`src/rtl/whirlpool_pkg.sv`:
```
// Shared Whirlpool constants and the 512-bit state-vector type.
// The serializer's optional WHIRLPOOL_SER_BYTESWAP_EN build flag lives in its own file.
package whirlpool_pkg;

    localparam int WHIRLPOOL_STATE_W = 512;
    localparam int WHIRLPOOL_BYTE_W  = 8;

    // Row-major state: bits [0:7] are byte B00, bits [504:511] are byte B77.
    typedef logic [0:WHIRLPOOL_STATE_W-1] whirlpool_state_t;

    function automatic int ser_idx_w(input int nwords);
        return (nwords > 1) ? $clog2(nwords) : 1;
    endfunction

endpackage

```
`src/rtl/whirlpool_digest_serializer.sv`:
```
// Serializes a 512-bit Whirlpool state into NWORDS words of WORD_W bits, MSB-first.
// Define WHIRLPOOL_SER_BYTESWAP_EN to reverse the byte order inside each output word.
//
// state | meaning
// IDLE  | no vector held, ready for a new one
// DRAIN | vector held, emitting words 0..NWORDS-1
module whirlpool_digest_serializer
    import whirlpool_pkg::*;
#(
    parameter int WORD_W = 64
) (
    input  logic                   clk,
    input  logic                   rst,
    input  logic                   in_valid,
    output logic                   in_ready,
    input  logic [0:511]           in_data,
    output logic                   out_valid,
    input  logic                   out_ready,
    output logic [WORD_W-1:0]      out_data,
    output logic                   out_last,
    output logic                   busy
);

    localparam int NWORDS = WHIRLPOOL_STATE_W / WORD_W;
    localparam int IDX_W  = ser_idx_w(NWORDS);
    localparam int NBYTES = WORD_W / WHIRLPOOL_BYTE_W;
    localparam logic [IDX_W-1:0] LAST_IDX = IDX_W'(NWORDS - 1);

    localparam logic [0:0] IDLE  = 1'b0;
    localparam logic [0:0] DRAIN = 1'b1;

    logic [0:0]        state;
    logic [IDX_W-1:0]  idx;
    whirlpool_state_t  held;
    logic [WORD_W-1:0] word_nat;
    logic              in_hs;
    logic              out_hs;

    assign out_valid = (state == DRAIN);
    assign busy      = (state == DRAIN);
    assign out_last  = out_valid && (idx == LAST_IDX);
    assign out_hs    = out_valid && out_ready;
    // Accepting on the last-word handshake lets the next vector follow with no bubble.
    assign in_ready  = (state == IDLE) || (out_hs && out_last);
    assign in_hs     = in_valid && in_ready;

    always_comb begin
        word_nat = '0;
        for (int k = 0; k < NWORDS; k++) begin
            if (idx == k[IDX_W-1:0]) begin
                word_nat = held[k*WORD_W +: WORD_W];
            end
        end
    end

`ifdef WHIRLPOOL_SER_BYTESWAP_EN
    always_comb begin
        out_data = '0;
        for (int j = 0; j < NBYTES; j++) begin
            out_data[j*WHIRLPOOL_BYTE_W +: WHIRLPOOL_BYTE_W] =
                word_nat[(NBYTES-1-j)*WHIRLPOOL_BYTE_W +: WHIRLPOOL_BYTE_W];
        end
    end
`else
    assign out_data = word_nat;
`endif

    always_ff @(posedge clk) begin
        if (rst) begin
            state <= IDLE;
            idx   <= '0;
            held  <= '0;
        end else begin
            if (in_hs) begin
                held <= in_data;
            end
            if (out_hs) begin
                idx <= (idx == LAST_IDX) ? '0 : idx + 1'b1;
            end
            case (state)
                IDLE: begin
                    if (in_hs) begin
                        state <= DRAIN;
                    end
                end
                DRAIN: begin
                    if (out_hs && out_last && !in_hs) begin
                        state <= IDLE;
                    end
                end
                default: state <= IDLE;
            endcase
        end
    end

endmodule
```
`config.mk`:
```
export PLATFORM = sky130hd
export DESIGN_NAME = whirlpool_digest_serializer
export DESIGN_NICKNAME = d
export VERILOG_FILES = /design/src/rtl/whirlpool_pkg.sv /design/src/rtl/whirlpool_digest_serializer.sv
export SDC_FILE = /design/constraint.sdc
export NUM_CORES = 1
export LEC_CHECK = 0
export ABC_AREA = 1
export ABC_CLOCK_PERIOD_IN_PS = 2000
export BUFFER_PORTS_ARGS = -buffer_cell sky130_fd_sc_hd__buf_4
export CAP_MARGIN = 20
export CORE_UTILIZATION = 40
export CTS_CLUSTER_SIZE = 40
export DETAILED_ROUTE_END_ITERATION = 8
export PLACE_DENSITY_LB_ADDON = 0.05
export SYNTH_ARGS = -nofsm -noshare
export SYNTH_HDL_FRONTEND = slang
export SYNTH_SLANG_ARGS = --single-unit
```
`constraint.sdc`:
```
create_clock -name clk -period 2 [get_ports clk]
set_input_delay 0.1 -clock clk [delete_from_list [all_inputs] [get_ports clk]]
set_output_delay 0.1 -clock clk [all_outputs]
set_load 0.005 [all_outputs]
```
# Word-level counts from Yosys, hierarchy flattened
# Cells that the tools add are included.
word_totals:
  register_bits: 516
  input_bits: 516
  word_cells: 32
  out_inout_bits: 68
classes:
  add_sub_neg: 1
  eq_ne: 7
  mux: 12
  bitwise_logic: 1
  n_reduce_logical: 8
ops:
  columns: ["operator", "count"]
  rows:
  - ["$mux 64", 8]
  - ["$eq 3x3->1 const B", 4]
  - ["$eq 3x2->1 const B", 2]
  - ["$logic_and 1x1->1", 5]
  - ["$add 3x1->3 const B", 1]
  - ["$eq 3x1->1 const B", 1]
  - ["$logic_not 3->1", 1]
  - ["$mux 3", 1]
  - ["$mux 1", 2]
  - ["$pmux 1 s2", 1]
  - ["$logic_not 1->1", 1]
  - ["$logic_or 1x1->1", 1]
  - ["$not 1->1", 1]

# Longest topological paths before layout
depth:
  depth_word: 9
  mapped_depth: 13
  depth_no_buf: 12

# Worst setup path before layout
# OpenSTA, ideal clock, no wires.
synth_timing:
  path_type: "flip-flop to flip-flop"
  startpoint: "register idx[0]"
  endpoint: "register held[469]"
  required_time_ns: 1.852
  arrival_ns: 1.608
  period_less_slack_ns: 1.756
  slack_ns: 0.244
  setup_ns: 0.148
  n_path_buf: 3
  stages_incl_launch_ff: 10
  cell_sequence: "dfxtp_1 -> ha_1 -> ha_1 -> buf_2 -> a21boi_4 -> nor2_8 -> inv_4 -> buf_2 -> buf_2 -> a211oi_1"
synth_via:
  elab_chain_cells: 5
synth_rtl:
  columns: ["element", "line_no", "source"]
  rows:
  - ["start, declared", "whirlpool_digest_serializer.sv:33", "logic [IDX_W-1:0] idx;"]
  - ["start signal, assigned", "whirlpool_digest_serializer.sv:78", "idx <= (idx == LAST_IDX) ? '0 : idx + 1'b1;"]
  - ["$eq 3x3->1", "whirlpool_digest_serializer.sv:41", "assign out_last = out_valid && (idx == LAST_IDX);"]
  - ["$logic_and 1x1->1", "whirlpool_digest_serializer.sv:41", null]
  - ["$logic_and 1x1->1", "whirlpool_digest_serializer.sv:44", "assign in_ready = (state == IDLE) || (out_hs && out_last);"]
  - ["$logic_or 1x1->1", "whirlpool_digest_serializer.sv:44", null]
  - ["$logic_and 1x1->1", "whirlpool_digest_serializer.sv:45", "assign in_hs = in_valid && in_ready;"]
  - ["end signal, assigned", "whirlpool_digest_serializer.sv:75", "held <= in_data;"]
  - ["end, declared", "whirlpool_digest_serializer.sv:34", "whirlpool_state_t held;"]
# No other way between the ends.
# A chain may end at the register's enable or synchronous reset.

# Worst setup path after layout
layout_timing:
  startpoint: "register idx[1]"
  endpoint: "output out_data[10]"
layout_via:
  elab_chain_cells: 9
  word_cells_on_any_way: 16
  cone_classes: "7 x eq/ne; 8 x mux; 1 x reduce/logical"
layout_rtl:
  columns: ["element", "line_no", "source"]
  rows:
  - ["$logic_not 3->1", "whirlpool_digest_serializer.sv:50", "if (idx == k[IDX_W-1:0]) begin"]
  - ["$mux 64 (7 in series)", "whirlpool_digest_serializer.sv:50", null]
  - ["$mux 64 (*)", "whirlpool_digest_serializer.sv:50", null]
  - ["end, declared", "whirlpool_digest_serializer.sv:19", "output logic [WORD_W-1:0] out_data,"]
# Every way passes the cells marked *; elsewhere a longest branch is shown, timed or not.

==> results list <==
- Detailed placement finished with a half-perimeter wire length of 63,400 um.
- After the first detailed-routing iteration, the DRC count stood at 2,106.
* Via count of the first global-routing pass: 26,794
- Using the TritonRoute via totals, the vias-per-cell ratio works out to 5.11.
* Distinct cells, synth: 26
- At the end of the flow the core is filled with cells to 71.4%.
- Post-Layout Cell Count: 5,737
- Part of the Yosys area used for sequential elements: 42.6%
- The share of total power dissipated in the clock network is 37.0%.
- Area of the core: 0.0595 mm^2
- Remaining Overflow, GRT: 0
* # IOs: 584
- In the routed design, unresolved DRC markers number 0.
- Wirelength per Cell: 19.7 um
- Sequential cell area: 0.0103 mm^2
* CTS clk-pin slew, worst paths: 0.06 ns
- Top cell family by delay on the critical path: simple AND/OR/NAND/NOR gates
- VDD IR max: 0.000720 V
- Most prevalent standard cell on the critical path: sky130_fd_sc_hd__nand2_1
- The count of final max-slew check failures was 0.
* Number of instances in the placed design: 4,977
- The internal portion of the total power is 21.3 mW.
- The root buffer cell chosen for the clock tree is sky130_fd_sc_hd__clkbuf_16.
- Portion of the clock cycle consumed by the worst path in the final layout: 132%
- Max Root-Sink Buffers: 3
- Crit path buffers/inverters: 5
- On the final layout, the worst clock skew is 0.0323 ns.
- The first global-routing pass estimated 148,000 um of wire.
- For this run, the slowest stage of the critical path takes 0.32 ns.
* Final Hold Vio Count: 0
* Unrepaired setup endpoints after global routing: yes
- Height of the die: 248 um
- Number of sinks on the clock net: 516
* Critical-path maximum fanout: 10
* PD cells: 708 mW/mm^2
* Count of flip-flops with a built-in enable after synthesis: 0
* Cells after synthesis: 3,775
- Least-Margin Pin Slew: 0.568 ns
* Ordered list of cells on the worst path: inv_2 > buf_6 > ha_4 > buf_8 > buf_12 > nor2_1 > nand2_1 > nand3_1 > nand3_2 > nand2_1 > nand2_1 > nand2_1 > nand2_1 > nand2_1 > buf_4
* Final setup violation count: 572
- Total track usage: 31.0%
- Htree depth: 2
- Summed over all nets, the switching power comes to 8.81 mW.
* Area growth from synthesis to final layout: 75.4%
* FMAX: 0.378 GHz
* Cell types with the largest area share after synthesis: sky130_fd_sc_hd__dfxtp_1 (43%), sky130_fd_sc_hd__nand2_1 (25%), sky130_fd_sc_hd__a21oi_1 (9.3%), sky130_fd_sc_hd__nor2_1 (6.0%), sky130_fd_sc_hd__nand3_1 (4.0%)
* Number of nets in the layout: 5,429
- Of the total power, the share spent switching nets is 29.3%.
- The count of nets left with antenna violations once routing finished came out at 0.
* Worst hold path type: in -> reg
* Mean area per synthesized cell: 6.42 um^2
- The die covers 0.0615 mm^2.
* Latest clock arrival within the worst-skew pair: 0.63 ns
* Violations in the final reports: negative setup slack
- Total of max-cap violations: 0
* CTS buffer count: 57
- CTS tree: yes
- Die width: 248 um
- In this run the core area contains 89 standard-cell rows.
* Global placer's final weighted congestion: 0.870
* Comb pwr share: 25.7%
* Fraction of post-synthesis cell area in the top cell type by area: 42.6%
- The initial utilization of the core area, before any placement, comes to 40.7%.
- In the synthesized netlist the dominant register cell turns out to be sky130_fd_sc_hd__dfxtp_1.
- STA classifies the critical path startpoint as a flop.
- The initial antenna violation count was 10.
* Leakage component of the power: 19.5 nW
* Count of yosys warnings during synthesis: 0
* Share of layout cells above drive strength 1: 30.1%
- The detailed router placed 29,293 vias in this run.
- Port buffering added 583 buffers.
- The worst setup path is captured at an output port.
- Area of the multi-input gates: 0.0142 mm^2
- The first TritonRoute pass finished after 6 iterations.
* Post-Route Setup TNS: -110.83 ns
- After synthesis the netlist holds a flip-flop and latch count of 516.
* DRT Wirelength: 113,000 um
* Final Critical Period: 2.64 ns
- The run finished, with violations left.
* Slowest stage cell, crit path: sky130_fd_sc_hd__dfxtp_2
- After detailed placement, the total cell area comes to 0.0300 mm^2.
- When the netlist entered floorplanning its net count stood at 4,297.
- Sequential cell fraction of total power: 37.2%
- Final instance area: 0.0425 mm^2
- Data required time at the worst endpoint: 1.90 ns
- Post-Syn Area: 0.0242 mm^2
- Slew Limit Headroom: 62.2%
* Largest net degree at the start of global routing: 87
* Worst endpoint data arrival time: 2.54 ns
* Worst Setup Slack, final: -0.644 ns
* Number of inserted filler cells in the final layout: 4,607
* Area leader, netlist: sky130_fd_sc_hd__dfxtp_1
- Share of flip-flops with an asynchronous set or reset: 0%
- Worst setup path class: reg -> out
[sequential cells by signal, indices dropped and copies added, names as in the netlist]
| register | flops |
|---|---|
| held | 512 |
| idx | 3 |
| busy | 1 |
[cells in the final DEF, fill, tap and decap left out, types with 2 or more instances in the layout]
master,Yosys,final
sky130_fd_sc_hd__nand2_2,1,155
sky130_fd_sc_hd__inv_2,2,4
sky130_fd_sc_hd__dlygate4sd3_1,0,515
sky130_fd_sc_hd__a21oi_1,452,351
sky130_fd_sc_hd__or2_0,7,7
sky130_fd_sc_hd__buf_12,0,60
sky130_fd_sc_hd__diode_2,0,12
sky130_fd_sc_hd__a21oi_2,0,101
sky130_fd_sc_hd__buf_8,0,25
sky130_fd_sc_hd__nor2_2,0,24
sky130_fd_sc_hd__or2_1,48,48
sky130_fd_sc_hd__clkinv_2,0,13
sky130_fd_sc_hd__nand2_4,0,94
sky130_fd_sc_hd__clkbuf_16,0,112
sky130_fd_sc_hd__or2_2,8,8
sky130_fd_sc_hd__bufinv_16,0,4
sky130_fd_sc_hd__a211oi_1,55,40
sky130_fd_sc_hd__nand3_1,192,89
sky130_fd_sc_hd__bufbuf_16,0,3
sky130_fd_sc_hd__nor2_1,384,334
sky130_fd_sc_hd__a211oi_2,9,24
sky130_fd_sc_hd__clkbuf_1,78,7
sky130_fd_sc_hd__buf_16,0,33
sky130_fd_sc_hd__inv_1,200,196
sky130_fd_sc_hd__ha_4,0,6
sky130_fd_sc_hd__nand2_8,0,2
sky130_fd_sc_hd__nor2_4,1,27
sky130_fd_sc_hd__buf_4,26,629
sky130_fd_sc_hd__nand2_1,1607,1357
sky130_fd_sc_hd__dfxtp_1,516,514
sky130_fd_sc_hd__nand3_2,0,103
sky130_fd_sc_hd__clkbuf_8,0,18
sky130_fd_sc_hd__buf_6,1,34
[per-stage QoR]
step                      worst slack, ns  power, mW  hold WS (ns)
after floorplan                     0.244       13.7         0.248
after CTS                          -0.637       28.7         0.257
after detailed placement          -0.0522       16.3         0.367
after global placement            -0.0500       16.3         0.367
after global routing               -0.749       31.1         0.294
final                              -0.644       30.1         0.289
[power groups by stage]
stage / clock network (mW) / registers, mW / logic (mW)
after floorplan: 0 / 11.3 / 2.42
after CTS: 11.2 / 11.2 / 6.33
final: 11.1 / 11.2 / 7.74
after global routing: 11.7 / 11.3 / 8.20
after detailed placement: 0 / 11.4 / 4.89
after global placement: 0 / 11.4 / 4.88
[layout make-up]
cell class	instances	share of cell area (%)
diodes	12	0.0707
clock buffers	84	4.12
clock inverters	20	0.495
inverters	203	1.92
multi-input cells	2775	33.4
flip-flops and latches	516	24.3
well taps	773	2.28
repair buffers	1352	33.3
repair inverters	2	0.0471
[cell usage after synthesis, types with 2 or more instances]
master	number
sky130_fd_sc_hd__dfxtp_1	516
sky130_fd_sc_hd__a211oi_2	9
sky130_fd_sc_hd__inv_2	2
sky130_fd_sc_hd__or2_1	48
sky130_fd_sc_hd__nor2_1	384
sky130_fd_sc_hd__ha_1	6
sky130_fd_sc_hd__clkbuf_1	78
sky130_fd_sc_hd__inv_1	200
sky130_fd_sc_hd__buf_1	14
sky130_fd_sc_hd__or2_2	8
sky130_fd_sc_hd__buf_4	26
sky130_fd_sc_hd__a21oi_1	452
sky130_fd_sc_hd__nand2_1	1607
sky130_fd_sc_hd__or2_0	7
sky130_fd_sc_hd__a211oi_1	55
sky130_fd_sc_hd__nand3_1	192
sky130_fd_sc_hd__buf_2	162
[logic make-up (layout without fill, tap and decap cells)]
| group | count (synthesis) | count (layout) | share of synthesized area, % |
|---|---|---|---|
| AND/OR/NAND/NOR | 2250 | 2250 | 36.6 |
| AO/OA/AOI/OAI | 519 | 519 | 11.6 |
| flip-flops | 516 | 516 | 42.6 |
| buffers and inverters | 484 | 1661 | 8.78 |
| adder cells (fa/ha/maj) | 6 | 6 | 0.310 |
| other | 0 | 12 | 0 |
[metal layers]
metal,track usage (%),part of all wire (%)
met1,36.8,38
met2,54.4,50
met3,4.62,6.7
met4,15.2,5.0
met5,0,0.046
[worst register-to-register path, delay by kind of cell (launching register included)]
family | cells | cell delay, ns
AND/OR/NAND/NOR | 2 | 0.13
adder cells (fa/ha/maj) | 2 | 0.34
flip-flops | 1 | 0.36
buffers and inverters | 7 | 0.97
AO/OA/AOI/OAI | 2 | 0.35
[what timing repair did]
item,4_1_cts,5_1_grt
cloned,16,71
hold buffers,515,0
setup endpoints to repair,226,520
buffers inserted,14,29
hold endpoints to repair,516,0
resized for setup,250,555
pin swaps,55,145
[worst paths after layout]
kind                                             start                endpoint  slack [ns]  cells after the start
worst max register to register     idx[0]$_SDFFE_PP0N_  held[104]$_SDFFE_PP0P_       -0.25                     13
worst min register to register  held[377]$_SDFFE_PP0P_  held[377]$_SDFFE_PP0P_        0.45                      2
worst max-delay path               idx[1]$_SDFFE_PP0N_            out_data[10]       -0.64                     15
worst min-delay path                       in_data[87]  held[424]$_SDFFE_PP0P_        0.29                      4
Note: power is estimated with default switching activity, not from simulation.
